==> src/rtl/load_store_unit.sv <==
// Load/store unit: turns byte/halfword/word load and store requests into
// accesses on a word-granular memory without byte enables. Sub-word stores
// are done as read-modify-write. Loads are lane-extracted and sign- or
// zero-extended.
// Optional feature macro: LSU_MISALIGN_CHECK_EN. When defined, misaligned
// halfword/word requests are rejected with resp_err. When undefined, the low
// address bits are masked to natural alignment.
module load_store_unit #(
  parameter int ADDR_WIDTH     = 32,
  parameter int MEM_RD_LATENCY = 1
) (
  input  logic                  clk,
  input  logic                  rst_n,
  input  logic                  req_valid,
  output logic                  req_ready,
  input  logic                  req_write,
  input  logic [1:0]            req_size,
  input  logic                  req_unsigned,
  input  logic [ADDR_WIDTH-1:0] req_addr,
  input  logic [31:0]           req_wdata,
  output logic                  resp_valid,
  input  logic                  resp_ready,
  output logic [31:0]           resp_rdata,
  output logic                  resp_err,
  output logic                  mem_read_en,
  output logic                  mem_write_en,
  output logic [ADDR_WIDTH-1:0] mem_addr,
  output logic [31:0]           mem_write_data,
  input  logic [31:0]           mem_read_data
);

  typedef enum logic [1:0] {S_IDLE, S_READ, S_WRITE, S_RESP} state_e;

  localparam logic [1:0] SZ_BYTE = 2'b00;
  localparam logic [1:0] SZ_HALF = 2'b01;
  localparam logic [1:0] SZ_WORD = 2'b10;
  localparam logic [1:0] SZ_RSVD = 2'b11;
  // Counter preload: the read strobe stays up for MEM_RD_LATENCY cycles.
  localparam logic [3:0] LAT_M1  = 4'(MEM_RD_LATENCY - 1);

  state_e                  state_q, state_d;
  logic [3:0]              cnt_q, cnt_d;
  logic                    req_ready_q, req_ready_d;
  logic                    resp_valid_q, resp_valid_d;
  logic [31:0]             resp_rdata_q, resp_rdata_d;
  logic                    resp_err_q, resp_err_d;
  logic                    rd_en_q, rd_en_d;
  logic                    wr_en_q, wr_en_d;
  logic [ADDR_WIDTH-1:0]   addr_q, addr_d;
  logic [31:0]             wdata_out_q, wdata_out_d;
  logic                    write_q, write_d;
  logic [1:0]              size_q, size_d;
  logic                    uns_q, uns_d;
  logic [1:0]              lo_q, lo_d;
  logic [31:0]             st_data_q, st_data_d;
  logic                    misalign;

  // Replace the addressed lane(s) of the base word with the store data.
  function automatic logic [31:0] merge_store(input logic [31:0] base,
                                              input logic [31:0] data,
                                              input logic [1:0]  size,
                                              input logic [1:0]  lo);
    logic [31:0] w;
    w = base;
    case (size)
      SZ_BYTE: w[{lo, 3'b000} +: 8] = data[7:0];
      SZ_HALF: begin
        if (lo[1]) w[31:16] = data[15:0];
        else       w[15:0]  = data[15:0];
      end
      default: w = data;
    endcase
    return w;
  endfunction

  // Pull the addressed lane out of the read word and extend it to 32 bits.
  function automatic logic [31:0] extract_load(input logic [31:0] word,
                                               input logic [1:0]  size,
                                               input logic [1:0]  lo,
                                               input logic        uns);
    logic signed [7:0]  b_s;
    logic signed [15:0] h_s;
    logic signed [31:0] r_s;
    logic [31:0]        r;
    b_s = word[{lo, 3'b000} +: 8];
    h_s = lo[1] ? word[31:16] : word[15:0];
    case (size)
      SZ_BYTE: begin
        r_s = b_s;
        r   = uns ? {24'd0, b_s} : r_s;
      end
      SZ_HALF: begin
        r_s = h_s;
        r   = uns ? {16'd0, h_s} : r_s;
      end
      SZ_WORD: r = word;
      default: r = 32'd0;
    endcase
    return r;
  endfunction

`ifdef LSU_MISALIGN_CHECK_EN
  assign misalign = ((req_size == SZ_HALF) && req_addr[0]) ||
                    ((req_size == SZ_WORD) && (req_addr[1:0] != 2'b00));
`else
  assign misalign = 1'b0;
`endif

  // Next-state and next-output computation for the request/response FSM.
  always_comb begin
    state_d      = state_q;
    cnt_d        = cnt_q;
    req_ready_d  = req_ready_q;
    resp_valid_d = resp_valid_q;
    resp_rdata_d = resp_rdata_q;
    resp_err_d   = resp_err_q;
    rd_en_d      = rd_en_q;
    wr_en_d      = wr_en_q;
    addr_d       = addr_q;
    wdata_out_d  = wdata_out_q;
    write_d      = write_q;
    size_d       = size_q;
    uns_d        = uns_q;
    lo_d         = lo_q;
    st_data_d    = st_data_q;
    case (state_q)
      S_IDLE: begin
        // Ready comes up on the first edge after reset and stays up in IDLE.
        req_ready_d = 1'b1;
        if (req_ready_q && req_valid) begin
          req_ready_d = 1'b0;
          addr_d      = {req_addr[ADDR_WIDTH-1:2], 2'b00};
          write_d     = req_write;
          size_d      = req_size;
          uns_d       = req_unsigned;
          lo_d        = req_addr[1:0];
          st_data_d   = req_wdata;
          if ((req_size == SZ_RSVD) || misalign) begin
            state_d      = S_RESP;
            resp_valid_d = 1'b1;
            resp_err_d   = 1'b1;
            resp_rdata_d = 32'd0;
          end else if (req_write && (req_size == SZ_WORD)) begin
            state_d     = S_WRITE;
            wr_en_d     = 1'b1;
            wdata_out_d = req_wdata;
          end else begin
            state_d = S_READ;
            rd_en_d = 1'b1;
            cnt_d   = LAT_M1;
          end
        end
      end
      S_READ: begin
        if (cnt_q == 4'd0) begin
          rd_en_d = 1'b0;
          if (write_q) begin
            // Sub-word store: the read word becomes the merge base.
            state_d     = S_WRITE;
            wr_en_d     = 1'b1;
            wdata_out_d = merge_store(mem_read_data, st_data_q, size_q, lo_q);
          end else begin
            state_d      = S_RESP;
            resp_valid_d = 1'b1;
            resp_err_d   = 1'b0;
            resp_rdata_d = extract_load(mem_read_data, size_q, lo_q, uns_q);
          end
        end else begin
          cnt_d = cnt_q - 4'd1;
        end
      end
      S_WRITE: begin
        wr_en_d      = 1'b0;
        state_d      = S_RESP;
        resp_valid_d = 1'b1;
        resp_err_d   = 1'b0;
        resp_rdata_d = 32'd0;
      end
      S_RESP: begin
        if (resp_ready) begin
          state_d      = S_IDLE;
          resp_valid_d = 1'b0;
          resp_rdata_d = 32'd0;
          resp_err_d   = 1'b0;
          req_ready_d  = 1'b1;
        end
      end
      default: state_d = S_IDLE;
    endcase
  end

  // State register; asynchronous reset aborts any access in flight.
  always_ff @(posedge clk or negedge rst_n) begin
    if (!rst_n) begin
      state_q      <= S_IDLE;
      cnt_q        <= 4'd0;
      req_ready_q  <= 1'b0;
      resp_valid_q <= 1'b0;
      resp_rdata_q <= 32'd0;
      resp_err_q   <= 1'b0;
      rd_en_q      <= 1'b0;
      wr_en_q      <= 1'b0;
      addr_q       <= '0;
      wdata_out_q  <= 32'd0;
      write_q      <= 1'b0;
      size_q       <= 2'b00;
      uns_q        <= 1'b0;
      lo_q         <= 2'b00;
      st_data_q    <= 32'd0;
    end else begin
      state_q      <= state_d;
      cnt_q        <= cnt_d;
      req_ready_q  <= req_ready_d;
      resp_valid_q <= resp_valid_d;
      resp_rdata_q <= resp_rdata_d;
      resp_err_q   <= resp_err_d;
      rd_en_q      <= rd_en_d;
      wr_en_q      <= wr_en_d;
      addr_q       <= addr_d;
      wdata_out_q  <= wdata_out_d;
      write_q      <= write_d;
      size_q       <= size_d;
      uns_q        <= uns_d;
      lo_q         <= lo_d;
      st_data_q    <= st_data_d;
    end
  end

  assign req_ready      = req_ready_q;
  assign resp_valid     = resp_valid_q;
  assign resp_rdata     = resp_rdata_q;
  assign resp_err       = resp_err_q;
  assign mem_read_en    = rd_en_q;
  assign mem_write_en   = wr_en_q;
  assign mem_addr       = addr_q;
  assign mem_write_data = wdata_out_q;

endmodule
==> config.mk <==
export PLATFORM = sky130hd
export DESIGN_NAME = load_store_unit
export DESIGN_NICKNAME = d
export VERILOG_FILES = /design/src/rtl/load_store_unit.sv
export SDC_FILE = /design/constraint.sdc
export NUM_CORES = 1
export LEC_CHECK = 0
export BUFFER_PORTS_ARGS = -buffer_cell sky130_fd_sc_hd__buf_2
export CORE_UTILIZATION = 50
export CTS_CLUSTER_DIAMETER = 60
export DETAILED_ROUTE_END_ITERATION = 7
export PLACE_DENSITY_LB_ADDON = 0.25
export SYNTH_ARGS = -nofsm -noshare
export SYNTH_HDL_FRONTEND = slang
export SYNTH_SLANG_ARGS = --single-unit
export TNS_END_PERCENT = 30
==> constraint.sdc <==
create_clock -name clk -period 2.95 [get_ports clk]
set_clock_uncertainty 0.1 [all_clocks]
set_input_delay 0 -clock clk [delete_from_list [all_inputs] [get_ports clk]]
set_output_delay 0 -clock clk [all_outputs]
set_load 0.05 [all_outputs]
# After elaboration in Yosys (flattened, before gate mapping)
# Cells that the tools add are included.
[totals]
reg_bits = 143
latch_bits = 0
ram_bits = 0
rom_bits = 0
input_bits = 104
word_cells = 108
mem_count = 0
[op_classes]
addsub = 2
n_mul = 0
div = 0
n_lt_le_gt_ge = 0
n_eq_ne = 17
shifts = 3
mux = 55
bitwise_logic = 0
n_reduce_logical = 16
[op_table]
columns = ["op", "count"]
rows = [
  ["$mux 32", 12],
  ["$pmux 32 s2", 2],
  ["$pmux 32 s4", 1],
  ["$pmux 32 s3", 1],
  ["$mux 16", 3],
  ["$bwmux 32", 1],
  ["$shift 8x7->32 const A", 1],
  ["$shiftx 32x6->8", 1],
  ["$shiftx 8x7->32", 1],
  ["$ne 2x2->1 const B", 10],
  ["$mux 1", 19],
  ["$mux 4", 4],
  ["$reduce_and 5->1", 3],
  ["$reduce_and 6->1", 2],
  ["$eq 2x2->1 const B", 5],
  ["$mux 2", 5],
  ["$pmux 1 s4", 2],
  ["$pmux 2 s4", 1],
  ["$pmux 4 s2", 1],
  ["$neg 5->7", 1],
  ["$eq 2x1->1 const B", 2],
  ["$logic_not 2->1", 2],
  ["$logic_not 4->1", 1],
  ["$pmux 1 s2", 2],
  ["7 further kinds", 10],
]

# Longest topological paths before layout
[logic_depth]
depth_word = 7
mapped_depth = 10
depth_no_buf = 6

# Worst setup path after synthesis
# Ideal clock, no wire load.
[synth_path]
path_kind = "register -> register"
from = "register lo_q[1]"
to = "register wdata_out_q[16], in the netlist mem_write_data[16]"
arrival_ns = 2.361
required_time_ns = 2.725
path_slack_ns = 0.364
path_stages_with_launch = 10
path_cell_list = "dfrtp_1 > buf_2 > buf_2 > clkbuf_1 > inv_1 > ha_1 > nor3b_1 > a2bb2oi_1 > o22ai_1 > mux2_2"
[synth_between]
elab_chain_len = 7
elab_cells_between_ends = 9
classes_between = "add/sub: 1; shift: 2; mux: 6"
[synth_lines]
columns = ["element", "line_no", "rtl"]
rows = [
  ["from (decl)", "54", "logic [1:0] lo_q, lo_d;"],
  ["from (signal assigned)", "224", "lo_q <= lo_d;"],
  ["$neg 5->7", "66", "SZ_BYTE: w[{lo, 3'b000} +: 8] = data[7:0];"],
  ["$shiftx 8x7->32 or $shift 8x7->32 (tied branches)", "66", ""],
  ["$bwmux 32", "66", ""],
  ["$pmux 32 s2 *", "65", "case (size)"],
  ["$mux 32 *", "157", "if (write_q) begin"],
  ["$mux 32 *", "155", "if (cnt_q == 4'd0) begin"],
  ["$pmux 32 s2 *", "126", "case (state_q)"],
  ["to (signal assigned)", "220", "wdata_out_q <= wdata_out_d;"],
  ["to (decl)", "50", "logic [31:0] wdata_out_q, wdata_out_d;"],
]
# Every way passes the cells marked *; elsewhere a longest branch is shown, timed or not. The select of a mux whose other input is x is not followed.
# A chain may end at the register's enable or synchronous reset.

# Final worst setup path
[layout_path]
from = "register state_q[0]"
to = "register resp_rdata_q[7], in the netlist resp_rdata[7]"
[layout_between]
elab_chain_len = 3
elab_cells_between_ends = 11
classes_between = "eq/ne: 8; mux: 1; reduce/logical: 2"
[layout_lines]
columns = ["element", "line_no", "rtl"]
rows = [
  ["from (decl)", "41", "state_e state_q, state_d;"],
  ["from (signal assigned)", "211", "state_q <= state_d;"],
  ["$eq 2x1->1, or another cell as far along", "126", ""],
  ["$ne 2x2->1 (no line)", "-", ""],
  ["$reduce_and 5->1 (no line)", "-", ""],
  ["to (signal assigned)", "215", "resp_rdata_q <= resp_rdata_d;"],
  ["to (decl)", "45", "logic [31:0] resp_rdata_q, resp_rdata_d;"],
]
# Several ways; a longest one is shown, not always the timed one.

==> impl_metrics.tcl <==
set metrics [dict create \
    status "finished, final reports clean" \
    track_usage 0.340 \
    seq_area_sq_um 3580 \
    cp-end-kind "flop" \
    die-area_sq_um 15800 \
    cap_violations 0 \
    overflow 0 \
    worstSkewPairLatency_ns 0.42 \
    fill_cells 1124 \
    multiInputGateArea_sq_um 3730 \
    slowest_delay_ns 1.08 \
    die_x_microns 126 \
    vdd_drop_max_mv 0.859 \
    setup_viol 0 \
    synth_ff_type "dfrtp_1" \
    postSynthCellCount 842 \
    clock_path_buffers 2 \
    r2r_cells 5 \
    cts_num_sinks 143 \
    ant_nets 0 \
    p_per_area_nw_per_um2 1230 \
    drive_gt1_frac 0.262 \
    synth_edf_count 0 \
    synth_seq_cells 143 \
    grt_first_pass_wirelength_microns 41600 \
    ys_seq_area_frac 0.467 \
    initial_utilization 0.520 \
    rows 44 \
    required_ns 3.21 \
    finalMaxSlewViolations 0 \
    syn_avg_cell_area_sq_um 9.10 \
    numCtsBuffers 17 \
    routed_wl_microns 26400 \
    numPortBuffers 202 \
    synthTopCellsByArea "dfrtp_1 47%, nand2_1 11%, o21ai_0 4.0%, a22o_1 2.6%, a32o_1 2.2%" \
    tns_ns 0 \
    path_class "reg -> reg" \
    holdBufCountCts 109 \
    path_cells "inv_1, ha_1, a22oi_1, o2111a_1, a32o_1" \
    min_period_over_period 0.945 \
    power_leakage_nw 5.19 \
    fmax_mhz 359 \
    drc_errors 0 \
    async_flop_share 1.00 \
    synth.distinct_cells 66 \
    clkTransAtPathRegs_ns 0.06 \
    fin_crit_ns 2.79 \
    timing.rr.start "state_q[0]$_DFFE_PN0P_" \
    synth_top_area_share 0.467 \
    place_congestion 0.950 \
    drtPass1Iterations 5 \
    route.vias.total 7954 \
    synth_warnings 0 \
    via_per_inst 5.98 \
    grt_pass1_vias 7618 \
    cts-htree-levels 4 \
    synth_top_cells_by_count "228 x nand2_1, 143 x dfrtp_1, 62 x o21ai_0, 32 x clkbuf_1, 26 x a21oi_1" \
    die_y_microns 126 \
    place_ws_ns 0.216 \
    rsz0062_at_grt "false" \
    cts-root-buf "clkbuf_16" \
    hpwl_microns 17000 \
    critPathMaxFanout 32 \
    cts_resized 0 \
    holdCritPathClass "in -> async" \
    relSlewSlack 0.169 \
    startpoint_type "flop" \
    wl_per_cell_microns 19.9 \
    antenna_found_initial 0 \
    tightest_slew_ns 1.25 \
    tritoncts "built" \
    hold_viol 0 \
    ios 205 \
    synth_top_cell_by_area "dfrtp_1" \
    crit_path_start "state_q[0]$_DFFE_PN0P_" \
    netlist_area_sq_um 7660 \
    drtIter0Drc 914 \
    worst_slack_ns 0.164 \
    layout.nets 1247 \
    antenna_cells 0 \
    critPathArrivalTime_ns 3.04 \
    post_cts_buffers 0 \
    area_growth_pct 37.0 \
    core_sq_um 14800 \
    critPathSlowestCell "o2111a_1" \
    grt_max_degree 75 \
    yosysMostFrequentCell "nand2_1" \
]
[final timing paths]
kind                                        endpoint  slack (ns)
min in group clk               req_ready$_DFFE_PN0P_        0.10
min reg2reg                 mem_addr[20]$_DFFE_PN0P_        0.38
max                        resp_rdata[7]$_DFFE_PN0P_        0.16
min                           resp_valid$_DFFE_PN0P_        0.04
max in group asynchronous    mem_addr[7]$_DFFE_PN0P_        1.93
max reg2reg                resp_rdata[7]$_DFFE_PN0P_        0.16
[cell usage in the layout, fill, tap and decap left out, types with 11 or more instances in the layout]
| cell | synthesis | layout |
|---|---|---|
| inv_1 | 12 | 12 |
| dfrtp_1 | 143 | 143 |
| buf_4 | 5 | 23 |
| a211oi_1 | 12 | 12 |
| a31oi_1 | 16 | 16 |
| a22o_1 | 23 | 23 |
| a32o_1 | 17 | 17 |
| dlygate4sd3_1 | 0 | 109 |
| buf_2 | 22 | 201 |
| clkbuf_16 | 0 | 17 |
| mux2i_1 | 12 | 12 |
| a21oi_1 | 26 | 26 |
| nor2_1 | 23 | 23 |
| nor2b_1 | 18 | 18 |
| o21ai_0 | 62 | 62 |
| mux2_2 | 15 | 15 |
| nand2_1 | 228 | 228 |
| ha_1 | 11 | 11 |
| nand3_1 | 25 | 24 |
[routing by layer]
metal | up-vias | share of wire | GRT usage
met3 | 57 | 0.096 | 0.0794
met4 | 0 | 0.027 | 0.128
met5 | - | 0 | 0
met2 | 470 | 0.46 | 0.531
met1 | 3832 | 0.41 | 0.462
li1 | 3595 | - | -
[cells by family (layout without fill, tap and decap cells)]
logic type,after synthesis,after routing,synth area share
flip-flops,143,143,0.467
AO/OA/AOI/OAI,250,250,0.237
other,1,2,0.000489
multiplexers,28,28,0.0406
AND/OR/NAND/NOR,330,330,0.189
adder cells (fa/ha/maj),11,11,0.0180
buffers and inverters,79,381,0.0478
[metrics by stage]
stage	hold WS, ns	power (mW)	utilization	area, sq um	std cells
global placement	-0.0467	10.3	0.598	8820	1188
floorplan	-0.396	8.68	-	7670	843
CTS	0.0710	12.8	0.712	10500	1329
finish	0.0435	12.9	0.712	10500	1329
global route	0.117	13.6	0.712	10500	1329
detailed placement	-0.0476	10.4	0.598	8820	1188
[registers in the layout, summed over array words and instances, names as in the netlist, 2 cells and up]
| register | count |
|---|---|
| mem_write_data | 32 |
| lo_q | 2 |
| mem_addr | 30 |
| size_q | 2 |
| cnt_q | 4 |
| resp_rdata | 32 |
| state_q | 2 |
| st_data_q | 32 |
[where the power goes]
part           switching (mW)  total (mW)  leakage, nW  internal [mW]
Combinational            4.89        7.14         3.10           2.25
Sequential              0.845        3.65         1.82           2.81
Clock                   0.852        2.14        0.277           1.29
Total                    6.59        12.9         5.19           6.34
[worst max-delay path: cells and delay by family, from the launching register on]
kind            cells  cell delay, ns
compound gates      3            1.74
fa+ha+maj           1            0.40
buf+inv             1            0.08
flops               1            0.39
[final cells by class]
| type | instances | share of cell area |
|---|---|---|
| Clock buffer | 19 | 0.0431 |
| Clock inverter | 13 | 0.0132 |
| Inverter | 13 | 0.00465 |
| Multi-Input combinational cell | 621 | 0.355 |
| Sequential cell | 143 | 0.341 |
| Tap cell | 184 | 0.0219 |
| Timing Repair Buffer | 336 | 0.221 |
Note: power is estimated with default switching activity, not from simulation.
